## src/rtl/ccg_sched_pkg.sv

```systemverilog
// Shared types and constants for the CCG evaluation scheduler.
// The optional truth-table sweep is enabled by defining CCG_SWEEP_EN.
package ccg_sched_pkg;

    localparam int CCG_IN_W  = 4;
    localparam int CCG_OUT_W = 9;

    typedef enum logic [1:0] {
        IDLE  = 2'd0,
        DRIVE = 2'd1,
        RESP  = 2'd2
    } sched_state_e;

    // Sweep responses carry an id one past the last real requester.
    function automatic int sweep_id(input int nreq);
        return nreq;
    endfunction

endpackage

```

## src/rtl/ccg_rr_arbiter.sv

```systemverilog
// Combinational round-robin arbiter: grants the first set request at or
// after ptr (mod NREQ), returning a one-hot grant and its index.
module ccg_rr_arbiter #(
    parameter int NREQ  = 4,
    parameter int PTR_W = (NREQ > 1) ? $clog2(NREQ) : 1
) (
    input  logic [NREQ-1:0]  req,
    input  logic [PTR_W-1:0] ptr,
    output logic [NREQ-1:0]  gnt,
    output logic [PTR_W-1:0] idx
);

    int               pos;
    logic [PTR_W-1:0] pos_idx;

    // Scan from the farthest offset back to ptr so the closest winner overwrites.
    always_comb begin
        gnt     = '0;
        idx     = '0;
        pos     = 0;
        pos_idx = '0;
        for (int off = NREQ - 1; off >= 0; off--) begin
            pos     = (int'(ptr) + off) % NREQ;
            pos_idx = PTR_W'(pos);
            if (req[pos_idx]) begin
                gnt = NREQ'(1) << pos_idx;
                idx = pos_idx;
            end
        end
    end

endmodule

```

## src/rtl/ccg_eval_sched.sv

```systemverilog
// Shares one combinational CCG circuit between NREQ requesters: arbitrate,
// drive, settle, capture, respond. Define CCG_SWEEP_EN for the truth-table sweep.
module ccg_eval_sched
    import ccg_sched_pkg::*;
#(
    parameter int NREQ   = 4,
    parameter int IN_W   = CCG_IN_W,
    parameter int OUT_W  = CCG_OUT_W,
    parameter int SETTLE = 1,
    parameter int ID_W   = $clog2(NREQ + 1)
) (
    input  logic                 clk,
    input  logic                 rst_n,
    input  logic [NREQ-1:0]      req_valid,
    input  logic [NREQ*IN_W-1:0] req_x,
    output logic [NREQ-1:0]      req_ready,
    output logic [IN_W-1:0]      eval_x,
    input  logic [OUT_W-1:0]     eval_f,
    output logic                 rsp_valid,
    input  logic                 rsp_ready,
    output logic [ID_W-1:0]      rsp_id,
    output logic [IN_W-1:0]      rsp_x,
    output logic [OUT_W-1:0]     rsp_f,
    output logic                 rsp_last,
    input  logic                 sweep_start,
    output logic                 sweep_busy
);

    localparam int PTR_W = (NREQ > 1) ? $clog2(NREQ) : 1;
    localparam int CNT_W = (SETTLE > 1) ? $clog2(SETTLE) : 1;

    localparam logic [1:0] S_IDLE  = IDLE;
    localparam logic [1:0] S_DRIVE = DRIVE;
    localparam logic [1:0] S_RESP  = RESP;

    logic [1:0]       state;
    logic [PTR_W-1:0] rr_ptr;
    logic [CNT_W-1:0] settle_cnt;
    logic [ID_W-1:0]  cur_id;
    logic [NREQ-1:0]  arb_gnt;
    logic [PTR_W-1:0] arb_idx;
    logic             sweep_take;
    logic             accept;

    ccg_rr_arbiter #(
        .NREQ  (NREQ),
        .PTR_W (PTR_W)
    ) u_arb (
        .req (req_valid),
        .ptr (rr_ptr),
        .gnt (arb_gnt),
        .idx (arb_idx)
    );

`ifdef CCG_SWEEP_EN
    assign sweep_take = (state == S_IDLE) && sweep_start;
`else
    logic unused_sweep_start;
    assign unused_sweep_start = sweep_start;
    assign sweep_take         = 1'b0;
`endif

    assign accept = (state == S_IDLE) && !sweep_take && (|req_valid);

    // Gated by rst_n so every output reads 0 while reset is held.
    assign req_ready = (rst_n && state == S_IDLE && !sweep_take) ? arb_gnt : '0;

    always_ff @(posedge clk or negedge rst_n) begin
        if (!rst_n) begin
            state      <= S_IDLE;
            rr_ptr     <= '0;
            settle_cnt <= '0;
            cur_id     <= '0;
            eval_x     <= '0;
            rsp_valid  <= 1'b0;
            rsp_id     <= '0;
            rsp_x      <= '0;
            rsp_f      <= '0;
            rsp_last   <= 1'b0;
            sweep_busy <= 1'b0;
        end else begin
            case (state)
                S_IDLE: begin
                    if (sweep_take) begin
                        state      <= S_DRIVE;
                        eval_x     <= '0;
                        cur_id     <= ID_W'(sweep_id(NREQ));
                        settle_cnt <= CNT_W'(SETTLE - 1);
                        sweep_busy <= 1'b1;
                    end else if (accept) begin
                        state      <= S_DRIVE;
                        eval_x     <= req_x[arb_idx*IN_W +: IN_W];
                        cur_id     <= ID_W'(arb_idx);
                        settle_cnt <= CNT_W'(SETTLE - 1);
                        rr_ptr     <= (int'(arb_idx) == NREQ - 1) ? '0 : arb_idx + 1'b1;
                    end
                end
                S_DRIVE: begin
                    // Capture on the last settle cycle; eval_x still holds the vector.
                    if (settle_cnt == '0) begin
                        state     <= S_RESP;
                        rsp_valid <= 1'b1;
                        rsp_f     <= eval_f;
                        rsp_x     <= eval_x;
                        rsp_id    <= cur_id;
                        rsp_last  <= sweep_busy && (&eval_x);
                        eval_x    <= '0;
                    end else begin
                        settle_cnt <= settle_cnt - 1'b1;
                    end
                end
                S_RESP: begin
                    if (rsp_ready) begin
                        rsp_valid <= 1'b0;
                        rsp_last  <= 1'b0;
                        if (sweep_busy && !rsp_last) begin
                            state      <= S_DRIVE;
                            eval_x     <= rsp_x + 1'b1;
                            settle_cnt <= CNT_W'(SETTLE - 1);
                        end else begin
                            state      <= S_IDLE;
                            sweep_busy <= 1'b0;
                        end
                    end
                end
                default: state <= S_IDLE;
            endcase
        end
    end

endmodule

```

## config.mk

```make
export PLATFORM = sky130hd
export DESIGN_NAME = ccg_eval_sched
export DESIGN_NICKNAME = d
export VERILOG_FILES = /design/src/rtl/ccg_sched_pkg.sv /design/src/rtl/ccg_rr_arbiter.sv /design/src/rtl/ccg_eval_sched.sv
export SDC_FILE = /design/constraint.sdc
export NUM_CORES = 1
export LEC_CHECK = 0
export ABC_AREA = 0
export ABC_CLOCK_PERIOD_IN_PS = 4200
export CAP_MARGIN = 0
export CORE_AREA = 2 2 60 62
export CTS_BUF_LIST = sky130_fd_sc_hd__clkbuf_4 sky130_fd_sc_hd__clkbuf_8
export DETAILED_ROUTE_END_ITERATION = 10
export DIE_AREA = 0 0 62 64
export PLACE_DENSITY = 0.87
export SLEW_MARGIN = 20
export SYNTH_ARGS = -nofsm -noshare
export SYNTH_HDL_FRONTEND = slang
export SYNTH_SLANG_ARGS = --single-unit
export TNS_END_PERCENT = 100
```

## constraint.sdc

```tcl
create_clock -name clk -period 4.2 [get_ports clk]
set_input_delay 0.84 -clock clk [delete_from_list [all_inputs] [get_ports clk]]
set_output_delay 0.84 -clock clk [all_outputs]
set_load 0.05 [all_outputs]
```

==> flow_summary_export.csv <==
group,metric,value,unit
critical_path,r2r-start,"rr_ptr[1]",
detailed_routing,wire_per_inst,15.48,µm
clocking,cts.hold.buffers_added,0,
placement,detailed_place_hpwl,2.989,mm
layout,multiInputGateArea,848.3,µm²
sta,finalHoldViolations,0,
sta,timing.setup.tns,0,ns
floorplanning,die_area,3968,µm²
clocking,cts_resized,0,
clocking,h-tree-depth,1,
sta,final.min_clock_period,3.862,ns
logic_synthesis,ys.warnings.count,0,
critical_path,startpoint,"rr_ptr[1]",
detailed_routing,routed-via-count,1303,
pwr,leakagePower,0.9621,nW
floorplanning,core_area,3284,µm²
floorplanning,die-width,62,µm
logic_synthesis,yosys_register_bits,26,
critical_path,start_kind,"flip-flop",
layout,area.growth.synth_to_final,40.60,%
min_path,hold_path_depth,1,
pwr,p_per_area,909.6,nW/µm²
clocking,cts_root_buf,"clkbuf_4",
sta,slew_violations,0,
logic_synthesis,netlist.area_leader.share,40.91,%
clocking,cts_post_setup_buffers_inserted,0,
sta,timing.final.setup_violations,0,
detailed_routing,postRouteWirelength,3.747,mm
logic_synthesis,syn_inst,141,
clocking,numClockSinks,26,
sta,grt_setup_unrepaired,"no",
clocking,insertion_delay,0.32,ns
layout,fillCellCount,236,
logic_synthesis,synth.distinct_cells,35,
critical_path,timing.critical_path.arrival,3.02,ns
critical_path,cp_data_required_time,3.36,ns
detailed_routing,drc,0,
logic_synthesis,synth-adder-area-share,5.507,%
layout,most-common-layout-cells,"clkdlybuf4s50_1 (51), dfrtp_1 (26), mux2_2 (15), mux2i_1 (13), nand2_1 (13)",
logic_synthesis,synthesis.area_per_instance,11.28,µm²
placement,gpl.final_weighted_congestion,0.7990,
placement,numPortBuffers,55,
critical_path,worst-setup-path-type,"reg -> out",
detailed_routing,first_iter_violations,58,
global_route,grt_pass1_wl,6.272,mm
layout,design.final.nets,237,
logic_synthesis,share_of_the_synthesized_area_in_compound_gates_ao_oa_aoi_oai,13.85,%
sta,min_period_over_period,91.95,%
sta,worst_slew_margin_rel,56.55,%
logic_synthesis,synth_top_family_by_area,"multiplexers",
clocking,tritoncts_clock_tree,"done",
floorplanning,ports_placed_on_the_boundary,60,
logic_synthesis,synth_simple_gate_area_share,8.812,%
global_route,largest_net_degree_at_the_start_of_global_routing,27,
logic_synthesis,netlist.top_cell.by_area,"dfrtp_1",
logic_synthesis,synth_xor_area_share,0.5507,%
clocking,worst_setup_hold_path_clk_slew,0.13,ns
logic_synthesis,synth.area.mux_share,23.92,%
layout,drive_gt1_share,18.37,%
layout,mostFrequentLayoutCell,"clkdlybuf4s50_1",
clocking,clock_buffer_count_from_cts,3,
detailed_routing,drt.antenna.violating_nets,0,
critical_path,worst_r2r_path_depth,8,
detailed_routing,drt-pass1-iter-count,4,
logic_synthesis,synth.area.top_cells,"dfrtp_1 (41%), mux2_2 (11%), mux2i_1 (8.2%)",
clocking,clock_tree.buffer_depth,2,
status,run_status,"finished, final reports clean",
layout,antenna_cells_inserted,0,
sta,skew,0.003090,ns
detailed_routing,routed_via_density,5.384,
global_route,first_global_vias,1369,
global_route,globalRouteOverflowTotal,0,
sta,fin_hold_ws,0.5205,ns
run,timing.max_cap.violations,0,
critical_path,critPathMaxFanout,12,
critical_path,setup.reg_to_reg.worst_slack,1.27,ns
critical_path,worst_setup_path_end_kind,"output pin",
logic_synthesis,seq_area_frac_synth,40.91,%
pwr,vdd_drop_max,511.3,µV
global_route,initial_antenna_violation_count,0,
logic_synthesis,mappedNetlistArea,1590,µm²
floorplanning,die_height,64,µm
min_path,hold_path_startpoint,"cur_id[1]",
sta,timing_worst_slew_pin_value,0.6517,ns
global_route,grt_use_total,20.67,%
layout,final-seq-area,650.6,µm²
floorplanning,initial_utilization,48.42,%
floorplanning,num_rows,21,
sta,achievable-frequency,0.2589,GHz
min_path,timing.hold.worst.class,"reg -> reg",
## worst max-delay path, cell delays in order (launching register included)
cell and delay [ns]:
dfrtp_1 0.60, inv_1 0.19, ha_1 0.44, mux4_2 0.67, a211o_1 0.36, a21oi_1 0.26, buf_12 0.18
## area by class of cell
type	count	share of cell area, %
clock buffers	4	1.623
inverters	8	1.343
multi-input cells	100	37.94
flip-flops and latches	26	29.10
well taps	46	2.574
repair buffers	58	27.42
## logic make-up (layout without fill, tap and decap cells)
kind of cell	after synthesis	after routing
muxes	32	32
AOI/OAI and AO/OA	30	30
and+or+nand+nor	27	27
DFF	26	26
buffers and inverters	17	70
adders and majority gates	7	7
other	1	3
xor gates and xnor gates	1	1
## state kept, by name, indices dropped and copies added, names as in the netlist
name       cells
rsp_id         2
state          2
rsp_f          9
rsp_valid      1
cur_id         2
rr_ptr         2
rsp_x          4
eval_x         4
## per-stage QoR
stage                     std cells  util, %  total power (W)  setup slack (ns)  instance area (µm²)
final                           242    68.08         0.002034            0.3380                 2236
after global routing            242    68.08         0.002158            0.1538                 2236
after CTS                       242    68.08         0.002044            0.3544                 2236
after detailed placement        238    66.97         0.001917            0.3859                 2200
after global placement          238    66.97         0.001850            0.4576                 2200
after floorplan                 143        -         0.001526            0.5565                 1598
## power by group
part           switching (W)  internal (W)  total (W)
Combinational       0.000842      0.000603    0.00144
Clock              0.0000717     0.0000530   0.000125
Sequential         0.0000902      0.000374   0.000464
## cell usage after synthesis
cell type	n
a211o_1	4
a21o_1	2
a21oi_1	5
a221oi_1	4
a22o_1	1
a22oi_1	1
and2b_1	2
buf_1	1
buf_2	1
buf_4	3
buf_6	3
clkbuf_1	1
conb_1	1
dfrtp_1	26
ha_1	7
inv_1	8
mux2_2	15
mux2i_1	13
mux2i_2	1
mux4_2	3
nand2_1	13
nor2_1	6
nor2_2	1
nor2b_1	1
nor2b_4	2
o21a_1	1
o21ai_0	3
o21ai_1	1
o21ai_2	2
o21bai_1	1
o221ai_1	4
o22ai_1	1
or2_2	1
or4_1	1
xnor2_1	1
## final timing paths
kind	to
min	cur_id[1]
max	req_ready[0]
max reg2reg	eval_x[2]
max in group asynchronous	rsp_f[7]
min reg2reg	cur_id[1]
min in group asynchronous	state[1]
## metal layers
layer | global-route usage (%) | vias to the layer above | wire (µm)
li1 | - | 611 | -
met1 | 24.57 | 630 | 1413
met2 | 35.16 | 54 | 1972
met3 | 5.061 | 8 | 291
met4 | 7.181 | 0 | 70
met5 | 0 | - | 0
No activity file was read; power rests on OpenSTA's default activity.
